`config.mk`:
```
export PLATFORM = sky130hd
export DESIGN_NAME = gf_op_sequencer
export DESIGN_NICKNAME = d
export VERILOG_FILES = /design/src/rtl/gf_ops_pkg.sv /design/src/rtl/op_fifo.sv /design/src/rtl/gf_op_sequencer.sv
export SDC_FILE = /design/constraint.sdc
export NUM_CORES = 1
export LEC_CHECK = 0
export CORE_MARGIN = 2
export CORE_UTILIZATION = 45
export DETAILED_ROUTE_END_ITERATION = 8
export GPL_TIMING_DRIVEN = 0
export PLACE_DENSITY = 0.66
export RECOVER_POWER = 50
export SETUP_SLACK_MARGIN = 0.4
export SKIP_LAST_GASP = 1
export SLEW_MARGIN = 0
export SYNTH_ARGS = -nofsm -noshare
export SYNTH_HDL_FRONTEND = slang
export SYNTH_HIERARCHICAL = 1
export SYNTH_SLANG_ARGS = --single-unit
```
`constraint.sdc`:
```
create_clock -name clk -period 7.45 [get_ports clk]
set_clock_uncertainty 0.05 [all_clocks]
set_input_delay 1.8625 -clock clk [delete_from_list [all_inputs] [get_ports clk]]
set_output_delay 1.8625 -clock clk [all_outputs]
set_load 0.01 [all_outputs]
```
`src/rtl/gf_ops_pkg.sv`:
```
// Shared opcodes, RAM-mux selects and sequencer state type for the GF(2^m) op units.
package gf_ops_pkg;

    localparam logic [3:0] OP_NOP = 4'd0;
    localparam logic [3:0] OP_MUL = 4'd1;
    localparam logic [3:0] OP_SQR = 4'd2;
    localparam logic [3:0] OP_ADD = 4'd3;

    localparam logic [2:0] SEL_NONE = 3'd0;
    localparam logic [2:0] SEL_MUL  = 3'd1;
    localparam logic [2:0] SEL_SQR  = 3'd2;
    localparam logic [2:0] SEL_ADD  = 3'd3;

    typedef enum logic [1:0] {
        ST_IDLE,
        ST_ISSUE,
        ST_WAIT,
        ST_DONE
    } seq_state_t;

    function automatic logic op_is_valid(input logic [3:0] op);
        return (op == OP_MUL) || (op == OP_SQR) || (op == OP_ADD);
    endfunction

endpackage

```
`src/rtl/op_fifo.sv`:
```
// Synchronous instruction FIFO, first-word fall-through, registered full/empty/count.
module op_fifo #(
    parameter int WIDTH = 17,
    parameter int DEPTH = 4
) (
    input  logic                     clk,
    input  logic                     rst_n,
    input  logic                     push,
    input  logic                     pop,
    input  logic [WIDTH-1:0]         wdata,
    output logic [WIDTH-1:0]         rdata,
    output logic                     full,
    output logic                     empty,
    output logic [$clog2(DEPTH):0]   count
);

    localparam int PTR_W = $clog2(DEPTH);
    localparam logic [PTR_W:0] FULL_CNT = (PTR_W+1)'(DEPTH);

    logic [WIDTH-1:0] mem [DEPTH];
    logic [PTR_W-1:0] wr_ptr;
    logic [PTR_W-1:0] rd_ptr;
    logic [PTR_W:0]   count_nx;
    logic             do_push;
    logic             do_pop;

    assign do_push = push && !full;
    assign do_pop  = pop && !empty;
    assign rdata   = mem[rd_ptr];

    always_comb begin
        count_nx = count;
        case ({do_push, do_pop})
            2'b10:   count_nx = count + (PTR_W+1)'(1);
            2'b01:   count_nx = count - (PTR_W+1)'(1);
            default: ;
        endcase
    end

    // Flags come from the next count so they are flops yet never lag a cycle.
    always_ff @(posedge clk or negedge rst_n) begin
        if (!rst_n) begin
            wr_ptr <= '0;
            rd_ptr <= '0;
            count  <= '0;
            full   <= 1'b0;
            empty  <= 1'b1;
        end else begin
            if (do_push) wr_ptr <= wr_ptr + PTR_W'(1);
            if (do_pop)  rd_ptr <= rd_ptr + PTR_W'(1);
            count <= count_nx;
            full  <= (count_nx == FULL_CNT);
            empty <= (count_nx == '0);
        end
    end

    always_ff @(posedge clk) begin
        if (do_push) mem[wr_ptr] <= wdata;
    end

endmodule

```
`src/rtl/gf_op_sequencer.sv`:
```
// Issues queued field-op instructions one at a time, routes the shared RAM to the
// active unit and waits (with timeout) for that unit's completion pulse.
module gf_op_sequencer
    import gf_ops_pkg::*;
#(
    parameter int ADDR    = 3,
    parameter int LEN_W   = 10,
    parameter int DEPTH   = 4,
    parameter int TIMEOUT = 255
) (
    input  logic             clk,
    input  logic             rst_n,
    input  logic             instr_valid,
    output logic             instr_ready,
    input  logic [3:0]       instr_op,
    input  logic [ADDR-1:0]  instr_addr,
    input  logic [LEN_W-1:0] instr_len,
    output logic [3:0]       command,
    output logic [ADDR-1:0]  start_addr,
    output logic [LEN_W-1:0] data_len,
    output logic [2:0]       select_line,
    input  logic             mul_irq,
    input  logic             sqr_irq,
    input  logic             add_irq,
    output logic             busy,
    output logic             done,
    output logic             err_op,
    output logic             err_timeout
);

    localparam int FW    = 4 + ADDR + LEN_W;
    localparam int CNT_W = $clog2(TIMEOUT + 1);
    localparam int LVL_W = $clog2(DEPTH) + 1;

    logic             push;
    logic             pop;
    logic             full;
    logic             empty;
    logic [LVL_W-1:0] level;
    logic [FW-1:0]    wdata;
    logic [FW-1:0]    rdata;
    logic [3:0]       head_op;
    logic [ADDR-1:0]  head_addr;
    logic [LEN_W-1:0] head_len;

    seq_state_t       state;
    seq_state_t       state_nx;
    logic [CNT_W-1:0] cnt;
    logic [CNT_W-1:0] cnt_nx;
    logic [3:0]       cmd_nx;
    logic [2:0]       sel_nx;
    logic [ADDR-1:0]  addr_nx;
    logic [LEN_W-1:0] len_nx;
    logic             done_nx;
    logic             err_op_nx;
    logic             err_to_nx;
    logic             irq_hit;

    assign push        = instr_valid && !full;
    assign instr_ready = !full;
    assign wdata       = {instr_op, instr_addr, instr_len};
    assign head_op     = rdata[FW-1 -: 4];
    assign head_addr   = rdata[LEN_W +: ADDR];
    assign head_len    = rdata[LEN_W-1:0];
    assign busy        = (state != ST_IDLE) || (level != '0);

    op_fifo #(
        .WIDTH (FW),
        .DEPTH (DEPTH)
    ) u_fifo (
        .clk   (clk),
        .rst_n (rst_n),
        .push  (push),
        .pop   (pop),
        .wdata (wdata),
        .rdata (rdata),
        .full  (full),
        .empty (empty),
        .count (level)
    );

    always_comb begin
        irq_hit = 1'b0;
        case (select_line)
            SEL_MUL: irq_hit = mul_irq;
            SEL_SQR: irq_hit = sqr_irq;
            SEL_ADD: irq_hit = add_irq;
            default: ;
        endcase
    end

    always_comb begin
        state_nx  = state;
        cnt_nx    = cnt;
        cmd_nx    = OP_NOP;
        sel_nx    = select_line;
        addr_nx   = start_addr;
        len_nx    = data_len;
        done_nx   = 1'b0;
        err_op_nx = 1'b0;
        err_to_nx = 1'b0;
        pop       = 1'b0;
        case (state)
            ST_IDLE: begin
                if (!empty) begin
                    pop = 1'b1;
                    if (op_is_valid(head_op)) begin
                        cmd_nx   = head_op;
                        sel_nx   = head_op[2:0];
                        addr_nx  = head_addr;
                        len_nx   = head_len;
                        state_nx = ST_ISSUE;
                    end else begin
                        err_op_nx = 1'b1;
                    end
                end
            end
            ST_ISSUE: begin
                cnt_nx   = '0;
                state_nx = ST_WAIT;
            end
            ST_WAIT: begin
                // A completion on the final counted cycle still wins over the timeout.
                if (irq_hit) begin
                    done_nx  = 1'b1;
                    state_nx = ST_DONE;
                end else if (cnt == CNT_W'(TIMEOUT)) begin
                    err_to_nx = 1'b1;
                    sel_nx    = SEL_NONE;
                    state_nx  = ST_IDLE;
                end else begin
                    cnt_nx = cnt + CNT_W'(1);
                end
            end
            ST_DONE: begin
                sel_nx   = SEL_NONE;
                state_nx = ST_IDLE;
            end
            default: state_nx = ST_IDLE;
        endcase
    end

    always_ff @(posedge clk or negedge rst_n) begin
        if (!rst_n) state <= ST_IDLE;
        else        state <= state_nx;
    end

    always_ff @(posedge clk or negedge rst_n) begin
        if (!rst_n) begin
            cnt         <= '0;
            command     <= '0;
            select_line <= '0;
            start_addr  <= '0;
            data_len    <= '0;
            done        <= 1'b0;
            err_op      <= 1'b0;
            err_timeout <= 1'b0;
        end else begin
            cnt         <= cnt_nx;
            command     <= cmd_nx;
            select_line <= sel_nx;
            start_addr  <= addr_nx;
            data_len    <= len_nx;
            done        <= done_nx;
            err_op      <= err_op_nx;
            err_timeout <= err_to_nx;
        end
    end

endmodule
```
==> flow_summary.ini, run 1 <==
[run_status]
status = completed

[final_layout]
finalNetCount = 351
final_cell_mix = sky130_fd_sc_hd__edfxtp_1, sky130_fd_sc_hd__dfrtp_1, sky130_fd_sc_hd__clkdlybuf4s50_1
layout.area.seq_um2 = 3090
final_util_pct = 54.6
diodes = 0
multiInputGateArea_um2 = 1260
final_common_cell = sky130_fd_sc_hd__edfxtp_1
syn2layout_area_growth_pct = 18.3
fillerInstances = 817
drive_gt1_share_pct = 14.1

[synthesis]
netlist_instances = 261
dominantRegCellSynth = sky130_fd_sc_hd__edfxtp_1
synth_enable_flop_cells = 68
synth_area_um2 = 4490
post-synth-top-area-cell = sky130_fd_sc_hd__edfxtp_1
share_of_flip_flops_with_an_asynchronous_set_or_reset_after_synthesis_pct = 38.2
synth_top_area_share_pct = 45.5
ys_ff_latch = 110
synth_top_family_by_area = multiplexers
yosys.area_share.simple_pct = 7.38
synthDistinctLibCells = 49
synth_compound_area_share_pct = 4.79
synth-xor-area-share_pct = 1.37
multiplexer_area_fraction_after_synthesis_pct = 13.1
synth_sequential_area_ratio_pct = 68.9
synth_fa_ha_area_share_pct = 2.12
ys_top_cells_by_area = sky130_fd_sc_hd__edfxtp_1, sky130_fd_sc_hd__dfrtp_1, sky130_fd_sc_hd__mux4_1
syn_area_per_cell_um2 = 17.2
synth.yosys.warnings = 6

[setup_path]
slowest_delay_ns = 0.99
startpoint = u_fifo/rd_ptr[1]
worst_path_max_delay_cell = sky130_fd_sc_hd__nor4_1
criticalPathCategory = reg -> reg
critPathMaxFanout = 10
startpoint_type = flip-flop
internal_reg_to_reg_setup_slack_ns = 3.55
path_cells = clkbuf_1 > clkbuf_1 > mux4_2 > nor4_1 > clkbuf_1 > mux2_2
worstPathRequired_ns = 7.67
cpMostUsedCell = sky130_fd_sc_hd__clkbuf_1
critPathBufInv = 3
end_kind = flip-flop
path_delay_family = buffers and inverters
timing.critical_path.arrival_ns = 4.12
r2r.worst_path.cells = 6
critical_path.reg2reg.endpoint = start_addr[0]
rr_startpoint = u_fifo/rd_ptr[1]

[die]
fp.dieH_um = 104
initial_core_util_pct = 46.2
rows = 36
core-area_um2 = 9730
die_width_um = 104
ioPinCount = 48
die_area_um2 = 10800

[placement]
portBuffers = 47
gp_routability_congestion = 0.758
place.detailed.hpwl_um = 4900

[global_routing]
largest_net_degree_at_the_start_of_global_routing = 27
global_route.usage.met1_pct = 17.7
first_global_vias = 2382
grt.overflow.total = 0
grt_antenna_before_repair = 0
grt_first_pass_wirelength_um = 12000
groute.layer.met3.usage_pct = 3.32
most_crowded_layer_after_global_routing = met2
global_route.usage.total_pct = 14.4
global_route.usage.met2_pct = 24.9

[drt]
drcViolationCount = 0
vias_per_cell = 5.15
drt_pre_antenna_iters = 4
first_iter_violations = 110
detailed_route_via_count = 2365
avgRoutedWirePerCell_um = 16.0
final_routed_wirelength_um = 7340
drt.antenna.violating_nets = 0

[clock_tree]
post_cts.repair.setup_buffers = 0
holdBufCountCts = 0
tritoncts_num_sinks = 110
clkLatencyLatePin_ns = 0.38
clock_tree.buffer_depth = 2
clk_pin_slew_ns = 0.12
resized_gates_after_cts = 0
root_buffer_master = sky130_fd_sc_hd__clkbuf_8
htreeDepth = 3
cts_tree = yes
number_of_buffers_created_by_cts = 9

[power]
power_leakage_uw = 0.00199
total_power_uw = 1310
power_per_unit_of_standard_cell_area_nw_per_um2 = 247
max-vdd-ir-drop_v = 0.000120

[hold_path]
hold-path-cell-count = 1
hold_class = reg -> reg
hold_path_end = data_len[9]
timing.hold.worst.start = data_len[9]

[timing]
layout_min_cycle_time_ns = 3.90
max-slew-margin-rel_pct = 1.27
final-setup-viol-count = 0
timing.final.max_slew_violations = 0
tns_ns = 0
final-hold-violation-count = 0
rsz0062_at_grt = false
worst-slew-pin-transition_ns = 1.48
ratio_of_final_minimum_period_to_clock_period_pct = 52.4
achievable-frequency_ghz = 0.256

[job]
cap_violations = 0
[state kept, by name, indices dropped and copies added (netlist names)]
signal,cells
u_fifo/mem,68
u_fifo/rd_ptr,2
u_fifo/wr_ptr,2
err_timeout,1
u_fifo/count,3
select_line,3
done,1
data_len,10
cnt,8
state,2
u_fifo/empty,1
err_op,1
command,4
start_addr,3
u_fifo/full,1
[metrics by stage]
step / cells / hold slack [ns] / setup slack [ns] / area, µm²
floorplan: 262 / 0.422 / 3.88 / 4490
global placement: 442 / 0.441 / 3.25 / 5130
detailed placement: 443 / 0.449 / 3.31 / 5150
CTS: 459 / 0.475 / 3.67 / 5370
global route: 459 / 0.491 / 3.25 / 5310
finish: 459 / 0.465 / 3.55 / 5310
[power by group]
group	switching (µW)	leakage (µW)	internal (µW)
Clock	239	0.000112	144
Sequential	25.4	0.00117	740
Combinational	98.6	0.000711	63.4
[cell families (layout without fill, tap and decap cells)]
| family | after synthesis | after routing |
|---|---|---|
| and+or+nand+nor | 57 | 57 |
| buffers and inverters | 18 | 82 |
| other | 1 | 2 |
| DFF | 110 | 110 |
| AOI/OAI and AO/OA | 29 | 29 |
| adders and majority gates | 7 | 7 |
| muxes | 32 | 32 |
| xor gates and xnor gates | 7 | 7 |
[worst max-delay path by stage]
stage	cells past startpoint	slack (ns)	to
floorplan	10	3.88	u_fifo/empty
global placement	1	3.25	start_addr[1]
detailed placement	11	3.31	u_fifo/empty
CTS	4	3.67	busy
global route	6	3.25	data_len[9]
finish	6	3.55	start_addr[0]
[final cells by class]
class                      instances  share of cell area (%)
tap                              133                    3.13
timing repair buffer              48                    8.81
inverter                          10                   0.707
clock inverter                     7                    1.95
buffer                             8                    1.04
sequential                       110                    58.2
clock buffer                       9                    2.33
multi-input combinational        134                    23.8
[synth_stat cells, types with 6 or more instances]
master,number
sky130_fd_sc_hd__mux4_1,9
sky130_fd_sc_hd__mux4_2,8
sky130_fd_sc_hd__inv_1,10
sky130_fd_sc_hd__mux2_2,13
sky130_fd_sc_hd__dfrtp_1,41
sky130_fd_sc_hd__edfxtp_1,68
sky130_fd_sc_hd__nand2_1,14
sky130_fd_sc_hd__ha_1,6
sky130_fd_sc_hd__and2_1,7
sky130_fd_sc_hd__nor2_1,10
[per-layer routing]
| metal | routed length [µm] | part of all wire, % |
|---|---|---|
| met2 | 3700 | 50 |
| met1 | 3250 | 44 |
| met4 | 133 | 1.8 |
| met5 | 0 | 0 |
| met3 | 256 | 3.5 |
(Power assumes the default switching activity.)
==> inputs of run 2 (changes only) <==
==> constraint.sdc (replaced) <==
create_clock -name clk -period 3.92 [get_ports clk]
set_clock_uncertainty 0.05 [all_clocks]
set_input_delay 0.98 -clock clk [delete_from_list [all_inputs] [get_ports clk]]
set_output_delay 0.98 -clock clk [all_outputs]
set_load 0.01 [all_outputs]
==> run 2 against run 1 <==
Against the previous run: via count is essentially flat; non-clock buffer count unchanged; combinational power rose by 91%; critical endpoint is now u_fifo/empty; highest routed layer unchanged.
==> flow_summary.ini, run 2 (synthesis gave the netlist of run 1 again) <==
[clock_tree]
tritoncts_num_sinks = 110
holdBufCountCts = 0
number_of_buffers_created_by_cts = 9
htreeDepth = 3
resized_gates_after_cts = 0
post_cts.repair.setup_buffers = 0
cts_tree = yes
clkLatencyLatePin_ns = 0.38
root_buffer_master = sky130_fd_sc_hd__clkbuf_8
clk_pin_slew_ns = 0.11
clock_tree.buffer_depth = 2

[final_layout]
layout.area.seq_um2 = 3090
final_common_cell = sky130_fd_sc_hd__edfxtp_1
finalNetCount = 351
fillerInstances = 812
syn2layout_area_growth_pct = 18.8
multiInputGateArea_um2 = 1270
diodes = 0
final_cells = 459
largest-register = u_fifo/mem
final_util_pct = 54.8
largest_register_ff_count = 68
drive_gt1_share_pct = 14.7
largestRegisters = u_fifo/mem (68), data_len (10), cnt (8)
final_cell_mix = sky130_fd_sc_hd__edfxtp_1, sky130_fd_sc_hd__dfrtp_1, sky130_fd_sc_hd__clkdlybuf4s50_1

[power]
share_seq_of_total_power_pct = 58.3
switching_share_pct = 27.8
max-vdd-ir-drop_v = 0.000229
power_per_unit_of_standard_cell_area_nw_per_um2 = 467
comb_power_share_pct = 12.4
power_leakage_uw = 0.00200
switching_power_uw = 694
cellInternalPower_uw = 1800
power.share.clock_pct = 29.2

[placement]
placed_cells_incl_taps = 443
place.detailed.hpwl_um = 4900
gp_routability_congestion = 0.758
portBuffers = 47

[die]
ioPinCount = 48
die_width_um = 104
die_area_um2 = 10800
rows = 36
fp.dieH_um = 104
initial_core_util_pct = 46.2
core-area_um2 = 9730

[hold_path]
hold_class = reg -> reg

[setup_path]
path_delay_family = buffers and inverters
slowest_delay_ns = 0.52
critPathMaxFanout = 8
worstPathRequired_ns = 4.18
startpoint_type = input port
worst_path_max_delay_cell = sky130_fd_sc_hd__dlygate4sd3_1
critPathBufInv = 4
path_cells = dlygate4sd3_1 > nor2b_1 > nor2b_1 > clkbuf_1 > inv_1 > ha_1 > inv_1 > fa_1 > xor2_1 > xnor2_1 > a32o_1
criticalPathCategory = in -> reg
end_kind = flip-flop
timing.critical_path.arrival_ns = 3.23

[timing]
worst-slew-pin-transition_ns = 1.48
max-slew-margin-rel_pct = 1.19
achievable-frequency_ghz = 0.336
timing.final.max_slew_violations = 0
ratio_of_final_minimum_period_to_clock_period_pct = 75.9
final-hold-violation-count = 0
rsz0062_at_grt = false
final-setup-viol-count = 0
layout_min_cycle_time_ns = 2.98
tns_ns = 0

[global_routing]
largest_net_degree_at_the_start_of_global_routing = 27
global_route.usage.total_pct = 14.4
first_global_vias = 2382
grt.overflow.total = 0
grt_first_pass_wirelength_um = 12000
grt_antenna_before_repair = 0

[drt]
final_routed_wirelength_um = 7340
first_iter_violations = 101
drcViolationCount = 0
drt.antenna.violating_nets = 0
detailed_route_via_count = 2366
avgRoutedWirePerCell_um = 16.0
vias_per_cell = 5.15
drt_pre_antenna_iters = 4

[run_status]
status = completed

[job]
cap_violations = 0
==> run 2: changes by cell type in the layout (fill, tap and decap cells not counted) <==
cell	previous run	this run
sky130_fd_sc_hd__and2_0	1	0
sky130_fd_sc_hd__nor4_4	0	1
sky130_fd_sc_hd__clkdlybuf4s50_1	29	27
sky130_fd_sc_hd__mux2i_1	1	2
sky130_fd_sc_hd__buf_6	1	2
sky130_fd_sc_hd__and2_1	6	7
sky130_fd_sc_hd__clkbuf_1	7	5
sky130_fd_sc_hd__dlygate4sd3_1	17	19
sky130_fd_sc_hd__buf_2	1	2
sky130_fd_sc_hd__nor4_1	1	0
sky130_fd_sc_hd__mux2i_2	1	0
==> run 2: path summary, 6_finish.rpt <==
kind,from,end,slack (ns),cells after the start
max,instr_valid,u_fifo/empty,0.94,11
min,data_len[9],data_len[9],0.47,1
max reg2reg,u_fifo/rd_ptr[1],start_addr[0],1.12,6
min reg2reg,data_len[9],data_len[9],0.47,1
max in group asynchronous,rst_n,start_addr[1],1.35,2
min in group asynchronous,rst_n,cnt[7],0.63,1
==> run 2: layout make-up <==
| cell class | count | share of cell area (%) |
|---|---|---|
| clock buffers | 9 | 2.32 |
| flip-flops and latches | 110 | 58.0 |
| plain buffers | 8 | 1.20 |
| clock inverters | 7 | 1.95 |
| inverters | 10 | 0.704 |
| multi-input cells | 134 | 23.9 |
| repair buffers | 48 | 8.78 |
| well taps | 133 | 3.12 |
==> run 2: routing by layer <==
metal  GRT usage, %  share of wire [%]  up-vias
li1               -                  -     1128
met1           17.7                 44     1182
met2           24.9                 50       47
met3           3.32                3.5        9
met4           5.79                1.8        0
met5              0                  0        -
==> run 2: stage by stage <==
stage               cell area [µm²]  hold slack [ns]  total power, µW  setup slack [ns]
floorplan                      4490            0.422             1680              1.24
global placement               5130            0.441             1780             0.607
detailed placement             5150            0.449             1810             0.663
CTS                            5370            0.456             2540              1.02
global route                   5330            0.490             2610             0.800
finish                         5330            0.466             2490             0.945
==> run 2: power groups by stage <==
stage	sequential [µW]	combinational (µW)	clock [µW]
after global routing	1470	348	791
after floorplan	1460	211	0
after detailed placement	1480	326	0
after CTS	1460	326	756
after global placement	1470	311	0
final	1450	309	729
==> inputs of run 3 (changes only) <==
--- a/config.mk
+++ b/config.mk
@@ -9,7 +9,7 @@
 export CORE_UTILIZATION = 45
 export DETAILED_ROUTE_END_ITERATION = 8
 export GPL_TIMING_DRIVEN = 0
-export PLACE_DENSITY = 0.66
+export PLACE_DENSITY = 0.68
 export RECOVER_POWER = 50
 export SETUP_SLACK_MARGIN = 0.4
 export SKIP_LAST_GASP = 1
==> constraint.sdc (replaced) <==
create_clock -name clk -period 2.65 [get_ports clk]
set_clock_uncertainty 0.05 [all_clocks]
set_input_delay 0.6625 -clock clk [delete_from_list [all_inputs] [get_ports clk]]
set_output_delay 0.6625 -clock clk [all_outputs]
set_load 0.01 [all_outputs]
==> run 3 against run 2 <==
Against the previous run: worst hold slack improved by 0.0017 ns; cell area rose by 2.7%; power rose by 43%; combinational power rose by 61%; sequential share of layout area fell by 1.6 points; clock-buffer cell count rose by 1; final cell count rose by 3.3%; clock power rose by 27%; setup slack got worse by 0.64 ns; highest routed layer unchanged; critical path depth fell by 2; sequential power rose by 48%.
==> flow_summary.ini, run 3 (synthesis gave the netlist of run 1 again) <==
[run_status]
status = completed

[final_layout]
finalNetCount = 366
drive_gt1_share_pct = 22.3
largestRegisters = u_fifo/mem (68), data_len (10), cnt (8)
layout.area.seq_um2 = 3090
largest-register = u_fifo/mem
syn2layout_area_growth_pct = 22.0
final_cell_mix = sky130_fd_sc_hd__edfxtp_1, sky130_fd_sc_hd__dfrtp_1, sky130_fd_sc_hd__clkdlybuf4s50_1
diodes = 0
final_common_cell = sky130_fd_sc_hd__edfxtp_1
fin_area_um2 = 5480
largest_register_ff_count = 68
fillerInstances = 810
multiInputGateArea_um2 = 1330

[timing]
ratio_of_final_minimum_period_to_clock_period_pct = 88.4
tns_ns = 0
layout_min_cycle_time_ns = 2.34
max-slew-margin-rel_pct = 10.0
timing.final.max_slew_violations = 0
final-hold-violation-count = 0
rsz0062_at_grt = true
achievable-frequency_ghz = 0.427
final-setup-viol-count = 0
final.hold.worst_slack_ns = 0.468
worst-slew-pin-transition_ns = 1.35

[drt]
drt_pre_antenna_iters = 4
final_routed_wirelength_um = 7700
first_iter_violations = 126
detailed_route_via_count = 2468
avgRoutedWirePerCell_um = 16.2
vias_per_cell = 5.21
drt.antenna.violating_nets = 0
drcViolationCount = 0

[clock_tree]
clock_tree.buffer_depth = 2
cts_tree = yes
clk_pin_slew_ns = 0.11
root_buffer_master = sky130_fd_sc_hd__clkbuf_8
clkLatencyLatePin_ns = 0.36
htreeDepth = 3
number_of_buffers_created_by_cts = 9
tritoncts_num_sinks = 110

[power]
power_per_unit_of_standard_cell_area_nw_per_um2 = 653
power_leakage_uw = 0.00207
total_power_uw = 3580
max-vdd-ir-drop_v = 0.000290

[setup_path]
worstPathRequired_ns = 2.89
criticalPathCategory = reg -> reg
critPathBufInv = 2
startpoint_type = flip-flop
worst_path_max_delay_cell = sky130_fd_sc_hd__dfrtp_1
path_delay_family = simple AND/OR/NAND/NOR gates
path_cells = or3_4 > inv_2 > nor2b_1 > ha_4 > inv_2 > fa_2 > xor2_2 > xnor2_1 > a32o_1
timing.critical_path.arrival_ns = 2.58
rr_startpoint = state[0]
slowest_delay_ns = 0.39
cpMostUsedCell = sky130_fd_sc_hd__inv_2
internal_reg_to_reg_setup_slack_ns = 0.31
critical_path.reg2reg.endpoint = u_fifo/empty
end_kind = flip-flop
critPathMaxFanout = 2
r2r.worst_path.cells = 9

[global_routing]
global_route.usage.met1_pct = 19.7
largest_net_degree_at_the_start_of_global_routing = 23
global_route.usage.total_pct = 15.2
global_route.usage.met2_pct = 25.7
grt_first_pass_wirelength_um = 12500
groute.layer.met3.usage_pct = 3.13
grt_antenna_before_repair = 0
most_crowded_layer_after_global_routing = met2
grt.overflow.total = 0
first_global_vias = 2526

[placement]
place.detailed.hpwl_um = 4930
placedInstanceArea_um2 = 5180
gp_routability_congestion = 0.775
portBuffers = 47

[hold_path]
timing.hold.worst.start = start_addr[2]
hold_class = reg -> reg
hold-path-cell-count = 1
hold_path_end = start_addr[2]

[die]
core-area_um2 = 9730
rows = 36
fp.dieH_um = 104
initial_core_util_pct = 46.2
die_width_um = 104
ioPinCount = 48
die_area_um2 = 10800

[job]
cap_violations = 0
## run 3: cell types whose count changed in the layout (fill, tap and decap cells not counted), moves of 3 or more
cell                       before  now
sky130_fd_sc_hd__inv_2          0    3
sky130_fd_sc_hd__clkinv_8       3    0
sky130_fd_sc_hd__inv_1         10    7
sky130_fd_sc_hd__and2_1         7    4
sky130_fd_sc_hd__buf_4          0   11
sky130_fd_sc_hd__and2_2         0    3
## run 3: metal layers
layer,vias up,wire length (µm)
met5,-,0
met4,0,70
met3,8,272
met2,49,4020
met1,1262,3340
li1,1149,-
## run 3: final cells by class
class                           instances  area share [%]
Sequential cell                       110            56.5
Multi-Input combinational cell        134            24.2
Timing Repair Buffer                   63            10.8
Tap cell                              133            3.04
Clock buffer                           10            2.33
Buffer                                  8            1.48
Clock inverter                          6           0.959
Inverter                               10           0.685
## run 3: metrics by stage
| step | setup WS (ns) | cells | util (%) |
|---|---|---|---|
| floorplan | 0.389 | 262 | - |
| global placement | -0.381 | 442 | 53.0 |
| detailed placement | -0.180 | 443 | 53.2 |
| CTS | 0.404 | 468 | 56.1 |
| global route | 0.202 | 474 | 56.3 |
| finish | 0.307 | 474 | 56.3 |
## run 3: repair_timing
action | CTS | global route
buffers inserted | 8 | 6
hold buffers | 0 | 0
setup endpoints to repair | 88 | 17
cloned | 1 | 0
pin swaps | 5 | 6
resized for setup | 18 | 5
## run 3: worst max-delay path by stage
stage                startpoint                to  slack, ns  cells past startpoint
2_1_floorplan       instr_valid      u_fifo/empty       0.39                     10
3_3_place_gp              rst_n       data_len[9]      -0.38                      1
3_5_place_dp        instr_valid  u_fifo/mem[3][1]      -0.18                      5
4_1_cts        u_fifo/rd_ptr[0]    select_line[1]       0.40                      8
5_1_grt                state[1]      u_fifo/empty       0.20                      9
6_report               state[0]      u_fifo/empty       0.31                      9
## run 3: power breakdown
group,total [µW],switching [µW],internal (µW),leakage [µW]
sequential,2150,73.2,2080,0.00117
clock,928,568,360,0.0000907
combinational,497,291,206,0.000813
